File: src/rtl/count_seq_decoder.sv
// count_seq_decoder
// Passive monitor on a 3-bit counter bus. It tracks the previously sampled
// value and classifies each new sample as the operation that most likely
// produced the transition: INC, ROT, SET, CLR or ERR (illegal).
// It also keeps saturating per-operation event counts and a registered
// error flag derived from the error count.
module count_seq_decoder #(
    parameter int CNT_W      = 8,
    parameter int ERR_THRESH = 1
) (
    input  logic             clk,
    input  logic             reset,
    input  logic [2:0]       count_in,
    input  logic             sample_en,
    input  logic             src_reset,
    input  logic             clear,
    output logic             op_valid,
    output logic [2:0]       op,
    output logic [CNT_W-1:0] inc_cnt,
    output logic [CNT_W-1:0] rot_cnt,
    output logic [CNT_W-1:0] set_cnt,
    output logic [CNT_W-1:0] clr_cnt,
    output logic [CNT_W-1:0] err_cnt,
    output logic             err_flag
);

    // Operation codes presented on op
    localparam logic [2:0] OP_INC = 3'd0;
    localparam logic [2:0] OP_ROT = 3'd1;
    localparam logic [2:0] OP_SET = 3'd2;
    localparam logic [2:0] OP_CLR = 3'd3;
    localparam logic [2:0] OP_ERR = 3'd4;

    localparam logic [CNT_W-1:0] CNT_ZERO = {CNT_W{1'b0}};
    localparam logic [CNT_W-1:0] CNT_MAX  = {CNT_W{1'b1}};
    localparam logic [CNT_W-1:0] CNT_ONE  = CNT_W'(1);
    localparam logic [CNT_W-1:0] THRESH   = CNT_W'(ERR_THRESH);

    // EMPTY: no previous sample held; TRACK: prev_r is valid history
    typedef enum logic [0:0] {
        ST_EMPTY = 1'b0,
        ST_TRACK = 1'b1
    } state_t;

    state_t           state_r;
    state_t           state_s;
    logic [2:0]       prev_r;
    logic [2:0]       prev_s;
    logic             op_valid_s;
    logic [2:0]       op_s;
    logic [2:0]       decode_s;
    logic [CNT_W-1:0] inc_cnt_s;
    logic [CNT_W-1:0] rot_cnt_s;
    logic [CNT_W-1:0] set_cnt_s;
    logic [CNT_W-1:0] clr_cnt_s;
    logic [CNT_W-1:0] err_cnt_s;
    logic             err_flag_s;

    // Classify a transition p -> n. Order matters: earlier rules win, which
    // resolves the ambiguous cases (e.g. 111->000 is INC, 000->000 is ROT).
    // A source reset forces CLR even when the observed value is nonzero.
    function automatic logic [2:0] classify(
        input logic [2:0] p,
        input logic [2:0] n,
        input logic       src_rst
    );
        logic [2:0] res;
        if (src_rst) begin
            res = OP_CLR;
        end else if (n == (p + 3'd1)) begin
            res = OP_INC;
        end else if (n == {p[1:0], p[2]}) begin
            res = OP_ROT;
        end else if (n == 3'b111) begin
            res = OP_SET;
        end else if (n == 3'b000) begin
            res = OP_CLR;
        end else begin
            res = OP_ERR;
        end
        return res;
    endfunction

    // Saturating increment: counters stick at all-ones instead of wrapping
    function automatic logic [CNT_W-1:0] sat_inc(input logic [CNT_W-1:0] v);
        logic [CNT_W-1:0] res;
        if (v == CNT_MAX) begin
            res = v;
        end else begin
            res = v + CNT_ONE;
        end
        return res;
    endfunction

    // Decode of the current sample against the held history
    assign decode_s = classify(prev_r, count_in, src_reset);

    // Next-state, history, decode and counter update logic
    always_comb begin
        state_s    = state_r;
        prev_s     = prev_r;
        op_valid_s = 1'b0;
        op_s       = op;
        inc_cnt_s  = inc_cnt;
        rot_cnt_s  = rot_cnt;
        set_cnt_s  = set_cnt;
        clr_cnt_s  = clr_cnt;
        err_cnt_s  = err_cnt;

        if (clear) begin
            // Clear beats sampling: drop history and all statistics
            state_s   = ST_EMPTY;
            prev_s    = 3'b000;
            inc_cnt_s = CNT_ZERO;
            rot_cnt_s = CNT_ZERO;
            set_cnt_s = CNT_ZERO;
            clr_cnt_s = CNT_ZERO;
            err_cnt_s = CNT_ZERO;
        end else if (sample_en) begin
            case (state_r)
                ST_EMPTY: begin
                    // First sample only seeds history, even under src_reset
                    prev_s  = count_in;
                    state_s = ST_TRACK;
                end
                ST_TRACK: begin
                    op_s       = decode_s;
                    op_valid_s = 1'b1;
                    prev_s     = count_in;
                    case (decode_s)
                        OP_INC:  inc_cnt_s = sat_inc(inc_cnt);
                        OP_ROT:  rot_cnt_s = sat_inc(rot_cnt);
                        OP_SET:  set_cnt_s = sat_inc(set_cnt);
                        OP_CLR:  clr_cnt_s = sat_inc(clr_cnt);
                        OP_ERR:  err_cnt_s = sat_inc(err_cnt);
                        default: err_cnt_s = sat_inc(err_cnt);
                    endcase
                end
                default: begin
                    state_s = ST_EMPTY;
                    prev_s  = 3'b000;
                end
            endcase
        end else begin
            // Idle cycle: history, op and counters hold
            state_s = state_r;
        end

        // Flag follows the post-update count so it rises with err_cnt
        err_flag_s = (err_cnt_s >= THRESH);
    end

    // State, history and all registered outputs
    always_ff @(posedge clk or posedge reset) begin
        if (reset) begin
            state_r  <= ST_EMPTY;
            prev_r   <= 3'b000;
            op_valid <= 1'b0;
            op       <= 3'b000;
            inc_cnt  <= CNT_ZERO;
            rot_cnt  <= CNT_ZERO;
            set_cnt  <= CNT_ZERO;
            clr_cnt  <= CNT_ZERO;
            err_cnt  <= CNT_ZERO;
            err_flag <= 1'b0;
        end else begin
            state_r  <= state_s;
            prev_r   <= prev_s;
            op_valid <= op_valid_s;
            op       <= op_s;
            inc_cnt  <= inc_cnt_s;
            rot_cnt  <= rot_cnt_s;
            set_cnt  <= set_cnt_s;
            clr_cnt  <= clr_cnt_s;
            err_cnt  <= err_cnt_s;
            err_flag <= err_flag_s;
        end
    end

endmodule

File: config.mk
export PLATFORM = sky130hd
export DESIGN_NAME = count_seq_decoder
export DESIGN_NICKNAME = d
export VERILOG_FILES = /design/src/rtl/count_seq_decoder.sv
export SDC_FILE = /design/constraint.sdc
export NUM_CORES = 1
export LEC_CHECK = 0
export BUFFER_PORTS_ARGS = -buffer_cell sky130_fd_sc_hd__buf_2
export CAP_MARGIN = 10
export CELL_PAD_IN_SITES_DETAIL_PLACEMENT = 1
export CELL_PAD_IN_SITES_GLOBAL_PLACEMENT = 1
export CORE_UTILIZATION = 38
export CTS_CLUSTER_DIAMETER = 80
export CTS_CLUSTER_SIZE = 28
export DETAILED_ROUTE_END_ITERATION = 16
export PLACE_DENSITY_LB_ADDON = 0.1
export SETUP_SLACK_MARGIN = 0.3
export SYNTH_ARGS = -nofsm -noshare
export SYNTH_HDL_FRONTEND = slang
export SYNTH_SLANG_ARGS = --single-unit
File: constraint.sdc
create_clock -name clk -period 2.4 [get_ports clk]
set_input_delay 0.36 -clock clk [delete_from_list [all_inputs] [get_ports clk]]
set_output_delay 0.36 -clock clk [all_outputs]
set_load 0.02 [all_outputs]
# After elaboration in Yosys (flattened, before gate mapping)
# Cells that the tools add are included.
word_totals:
  mem_count: 0
  in_bits: 8
  ram_bits: 0
  rom_bits: 0
  ff_bits: 49
  out_inout_bits: 45
  latch_bits: 0
op_classes:
  bitwise: 1
  mux: 37
  add_sub_neg: 6
  order_cmp: 1
  mul: 0
  eq_ne: 15
  n_shift: 0
  n_reduce_logical: 14
  n_div: 0
ops:
  columns: ["operator", "n"]
  rows:
  - ["8-bit two-way mux", 25]
  - ["8-bit by 1-bit adder with 8-bit output, second input constant", 5]
  - ["8-bit equality test, second input constant", 5]
  - ["3-bit two-way mux", 7]
  - ["4-bit AND reduction", 4]
  - ["2-bit nonzero test", 6]
  - ["8-bit by 1-bit greater-or-equal comparator with 1-bit output, second input constant", 1]
  - ["2-bit inequality test, second input constant", 4]
  - ["3-bit by 2-bit equality test with 1-bit output, second input constant", 2]
  - ["3-bit equality test", 2]
  - ["3-bit zero test", 2]
  - ["1-bit two-way mux", 5]
  - ["4-bit OR reduction", 1]
  - ["3-bit by 1-bit adder with 3-bit output, second input constant", 1]
  - ["3-bit by 1-bit equality test with 1-bit output, second input constant", 1]
  - ["3-bit equality test, second input constant", 1]
  - ["3-bit AND reduction", 1]
  - ["1-bit NOT", 1]

# Longest topological paths before layout
logic_depth:
  depth_word: 13
  depth_mapped: 10
  mapped_depth_nobuf: 8

# Worst setup path after synthesis
# No wires, ideal clock.
synth_timing:
  path_kind: "input port to flip-flop"
  startpoint: "in count_in[1]"
  endpoint: "reg err_flag"
  cell_stages: 8
  arrival_time_ps: 2385
  setup_ps: 139
  path_slack_ps: -123
  t_required_ps: 2261
  cell_sequence: "buf_2 and3_1 or4_4 nor4b_4 nand4_1 xor2_1 a21oi_1 or4b_1"
synth_via:
  elab_chain_cells: 13
  elab_cells_between_ends: 19
synth_lines:
  columns: ["element", "line_no", "rtl"]
  rows:
  - ["start, declared", "13", "input logic [2:0] count_in,"]
  - ["3-bit zero test", "76", "end else if (n == 3'b000) begin"]
  - ["3-bit two-way mux", "76", null]
  - ["3-bit two-way mux", "74", "end else if (n == 3'b111) begin"]
  - ["3-bit two-way mux", "72", "end else if (n == {p[1:0], p[2]}) begin"]
  - ["3-bit two-way mux *", "70", "end else if (n == (p + 3'd1)) begin"]
  - ["3-bit two-way mux *", "68", "if (src_rst) begin"]
  - ["3-bit by 2-bit equality test with 1-bit output (tied with other cells)", "130", "case (decode_s)"]
  - ["4-bit OR reduction (no line) *", null, null]
  - ["8-bit two-way mux *", null, null]
  - ["8-bit two-way mux *", "120", "case (state_r)"]
  - ["8-bit two-way mux *", "119", "end else if (sample_en) begin"]
  - ["8-bit two-way mux *", "110", "if (clear) begin"]
  - ["8-bit by 1-bit greater-or-equal comparator with 1-bit output *", "150", "err_flag_s = (err_cnt_s >= THRESH);"]
  - ["via err_flag_s", "57", "logic err_flag_s;"]
  - ["end signal, assigned", "176", "err_flag <= err_flag_s;"]
  - ["end, declared", "24", "output logic err_flag"]
# The timed path passes the listed nets; every way through them passes the cells marked *.
# A chain may end at the register's enable or synchronous reset.

# Worst setup path in the final report
layout_timing:
  startpoint: "reg state_r"
  endpoint: "reg err_flag"
layout_via:
  elab_chain_cells: 4
layout_lines:
  columns: ["element", "line_no", "rtl"]
  rows:
  - ["start, declared", "45", "state_t state_r;"]
  - ["start signal, assigned", "167", "state_r <= state_s;"]
  - ["8-bit two-way mux", "120", null]
  - ["8-bit two-way mux", "119", null]
  - ["8-bit two-way mux", "110", null]
  - ["8-bit by 1-bit greater-or-equal comparator with 1-bit output", "150", null]
  - ["via err_flag_s", "57", null]
# The timed path passes the listed nets, and every way through them passes these cells.

==> results list <==
- Clock tree skew after final layout: 0.00648 ns
- First drt pass iteration count: 4
- Number of primary I/O pins: 53
* Number of hold violations in the final report: 0
* CTS root buffer: clkbuf_8
* Violation count after the first detailed-route iteration: 66
- Endpoint of the worst-slack reg-to-reg timing path: err_flag
- Summed over all cells, the static leakage comes to 1.83 nW.
- TritonCTS built the clock tree.
- Worst Path Required: 2.58 ns
- For the pin with the worst max-slew slack, the measured transition is 0.507 ns.
- Setup CP Type: reg2reg
- Counting every net in the synthesized netlist gives 299.
- After legalization and detailed placement, the total HPWL measured just over 5000 um.
* Layout Cells excl Fill: approximately 480
* Vias per cell: between 5 and 6
- The first global-routing pass estimated 11,800 um of wire.
- The post-route netlist has 40.2% of its cells at a drive strength greater than 1.
* Peak supply drop: 253 uV
* Parity-gate share of the synthesized area counting xor and xnor cells: 10.6%
- Routed WL per cell: approximately 16 um
* Minimum setup slack in the final design: -0.0785 ns
* Max-capacitance violation count: 0
* Class of the most critical hold timing path: in2async
- For this block, the via count after detailed routing is around 2,500.
- Cells along the critical path: nand2_2, or4_4, nor4b_4, nand4_1, xor2_1, a21oi_1, or4b_1
- CTS clock-pin slew for the worst setup and hold paths: ~0.10 ns
* Number of cells traversed by the worst register-to-register path: 7
* Total core area: 6830 um2
* Violated checks: setup timing
* GRT met2 Usage: 34.5%
- Buffers inserted during clock tree synthesis total 5.
* Total die area: 7460 um2
- Worst flop-to-flop path startpoint: state_r
* F_max: 0.403 GHz
- Gr busiest metal: met2
* Synthesis Warnings: 0
* Count of unresolved DRC violations after routing: 0
* Aggregate global-route resource usage: about 20%
* Pin count of the biggest net entering global routing: 26
- Worst Setup End Kind: flip-flop
* Seq/Total Area, Yosys: 45.3%
- P&R area growth vs syn: 40.3%
* Number of sinks handled by clock tree synthesis: 49
- Final Critical Period: 2.48 ns
* Source-to-sink clock delay at the later pin of the worst-skew pair: 0.30 ns
- Synthesis produced a netlist whose cell count is roughly 290.
- Antenna violations before repair: 0
- Yosys mapped a number of flops with a built-in enable equal to 0.
- The via count of the first global-routing pass is 2,414.
- Antenna Diode Count: 0
- The portion of synthesized area spent on multiplexers is 2.59%.
* Combinational family with the most area after synthesis: simple AND/OR/NAND/NOR gates
* Simple-gate share of the synthesized area: 25.3%
- For this run, the slowest stage of the critical path takes roughly 0.54 ns.
- In the global route stage, met3 resource usage came out at 3.62%.
- Share of the cycle needed by the critical path after routing: 103%
* Nets: roughly 390
- Netlist area before placement: 2710 um2
* Deepest clock path buffer count: 2
- Synth unique cells: 47
- Max-slew violations: 0
- Worst setup slack before clock tree synthesis: -0.119 ns
- The flow ran to the end, but the final reports show violations.
- Setup slack on the worst reg-to-reg path comes out at -0.08 ns.
* Die span in y: 86.4 um
* Compound-Gate Fraction of Synth Area: 10.1%
- Startpoint class of the critical path: flip-flop
- For this run, asynchronously set or reset flops after synthesis account for between 90% and 100%.
* Crit path buffers/inverters: 0
- Core Rows: 30
- The initial utilization of the core area, before any placement, comes to 39.6%.
- In this run the tightest slew margin relative to its limit is 66.2%.
- Cell family with the largest share of critical-path delay: simple AND/OR/NAND/NOR gates
* Met1 usage: 26.4%
- Each instance of the synthesized netlist takes up on average 9.50 um2.
- The H-tree was split into 2 levels.
- Maximum fanout along the worst path: 3
* Arrival time reported for the critical path endpoint: 2.66 ns
- Flip-flop cell with the highest count after synthesis: dfrtp_1
- GR Overflow Total: 0
- After routing, the total negative slack on setup checks comes to -0.0785 ns.
- Core utilization of the finished layout: 55.6%
* Crit path max-delay cell type: or4_4
- During placement, the flow inserted port buffers numbering 52.
* Setup Viol. Count Final: 1
- The floorplan step set the die width to 86.4 um.
- Number of cells in the design after placement: ~450
- Wire length after detailed routing: roughly 7400 um
- Synthesis-stage register bit count: 49
- Post-synthesis share of cell area spent on full adders, half adders and majority gates: 2.77%
- Cell Pwr Density: 477 nW/um2
* Final Total Pwr: 1.81 mW
- Once detail routing completed, the nets flagged for antenna violations numbered 0.
* GPL Wtd Cong: 0.857
- Unrepaired setup endpoints after global routing: yes
## how the worst max path moves through the flow
stage	start	endpoint	slack, ns	cells after the start
after floorplan	count_in[1]	err_flag	-0.12	8
after global placement	count_in[2]	err_flag	-0.02	8
after detailed placement	count_in[2]	err_flag	-0.12	8
after CTS	state_r	err_flag	-0.003	7
after global routing	state_r	err_flag	-0.19	7
final	state_r	err_flag	-0.08	7
## cells in the mapped netlist, drive strengths merged (2+ instances only)
cell type	number	area, um2
mux2i	7	70.1
a41oi	2	36.3
xnor2	9	78.8
nand4	11	68.8
buf	8	45.0
nor2	44	165
nand3	10	55.1
dfrtp	49	1230
xor2	21	184
nor2b	2	12.5
and3	9	56.3
a31oi	4	25.0
or4b	2	20.0
inv	6	22.5
nor3	5	46.3
ha	6	75.1
clkbuf	6	22.5
a21oi	15	75.1
a311oi	2	17.5
or3	6	37.5
or4	5	41.3
nand2	26	97.6
o21ai	15	78.8
## placed cells by master, fill, tap and decap left out, types with 7 or more instances in the layout
master	n
a21oi_1	12
and3_1	8
buf_2	52
buf_4	33
buf_6	16
dfrtp_1	48
mux2i_1	7
nand2_1	21
nand3_1	8
nand4_1	11
nor2_1	43
o21ai_0	9
xor2_1	19
## per-layer routing
| metal | vias to the layer above | share of wire, % |
|---|---|---|
| met2 | 32 | 51 |
| met4 | 0 | 0.68 |
| met1 | 1254 | 46 |
| met3 | 4 | 2.4 |
| li1 | 1185 | - |
| met5 | - | 0 |
## stage by stage
stage / hold slack [ns] / area [um2]
floorplan: 0.433 / 2710
global placement: 0.383 / 3270
detailed placement: 0.395 / 3270
CTS: 0.0510 / 3650
global route: 0.0739 / 3800
finish: 0.0365 / 3800
## report_power, final
group / leakage [nW] / internal [mW] / switching, mW
Clock: 0.0681 / 0.414 / 0.287
Sequential: 0.675 / 0.843 / 0.0161
Combinational: 1.09 / 0.110 / 0.142
Total: 1.83 / 1.37 / 0.444
## cell families (layout without fill, tap and decap cells)
group                      Yosys count  after routing
AOI/OAI and AO/OA                   43             43
buffers and inverters               20            116
DFF                                 49             49
adders and majority gates            6              6
muxes                                7              7
xor gates and xnor gates            31             31
and+or+nand+nor                    129            129
## flip-flops by register name (all words and copies together), names as in the netlist
name / count
clr_cnt: 8
err_cnt: 8
err_flag: 1
inc_cnt: 8
op: 3
op_valid: 1
prev_r: 3
rot_cnt: 8
set_cnt: 8
state_r: 1
## final cells by class
type,count,area [um2]
clock buffers,5,68.8
multi-input cells,216,1590
well taps,96,120
flip-flops and latches,49,1230
clock inverters,3,65.1
fillers,778,3040
repair buffers,102,703
inverters,6,22.5
## timing repair
action,in CTS,in global routing
gates resized for setup,40,22
setup endpoints to repair,29,35
pin swaps,35,19
setup buffers,10,7
hold buffers,0,0
(Power assumes the default switching activity.)
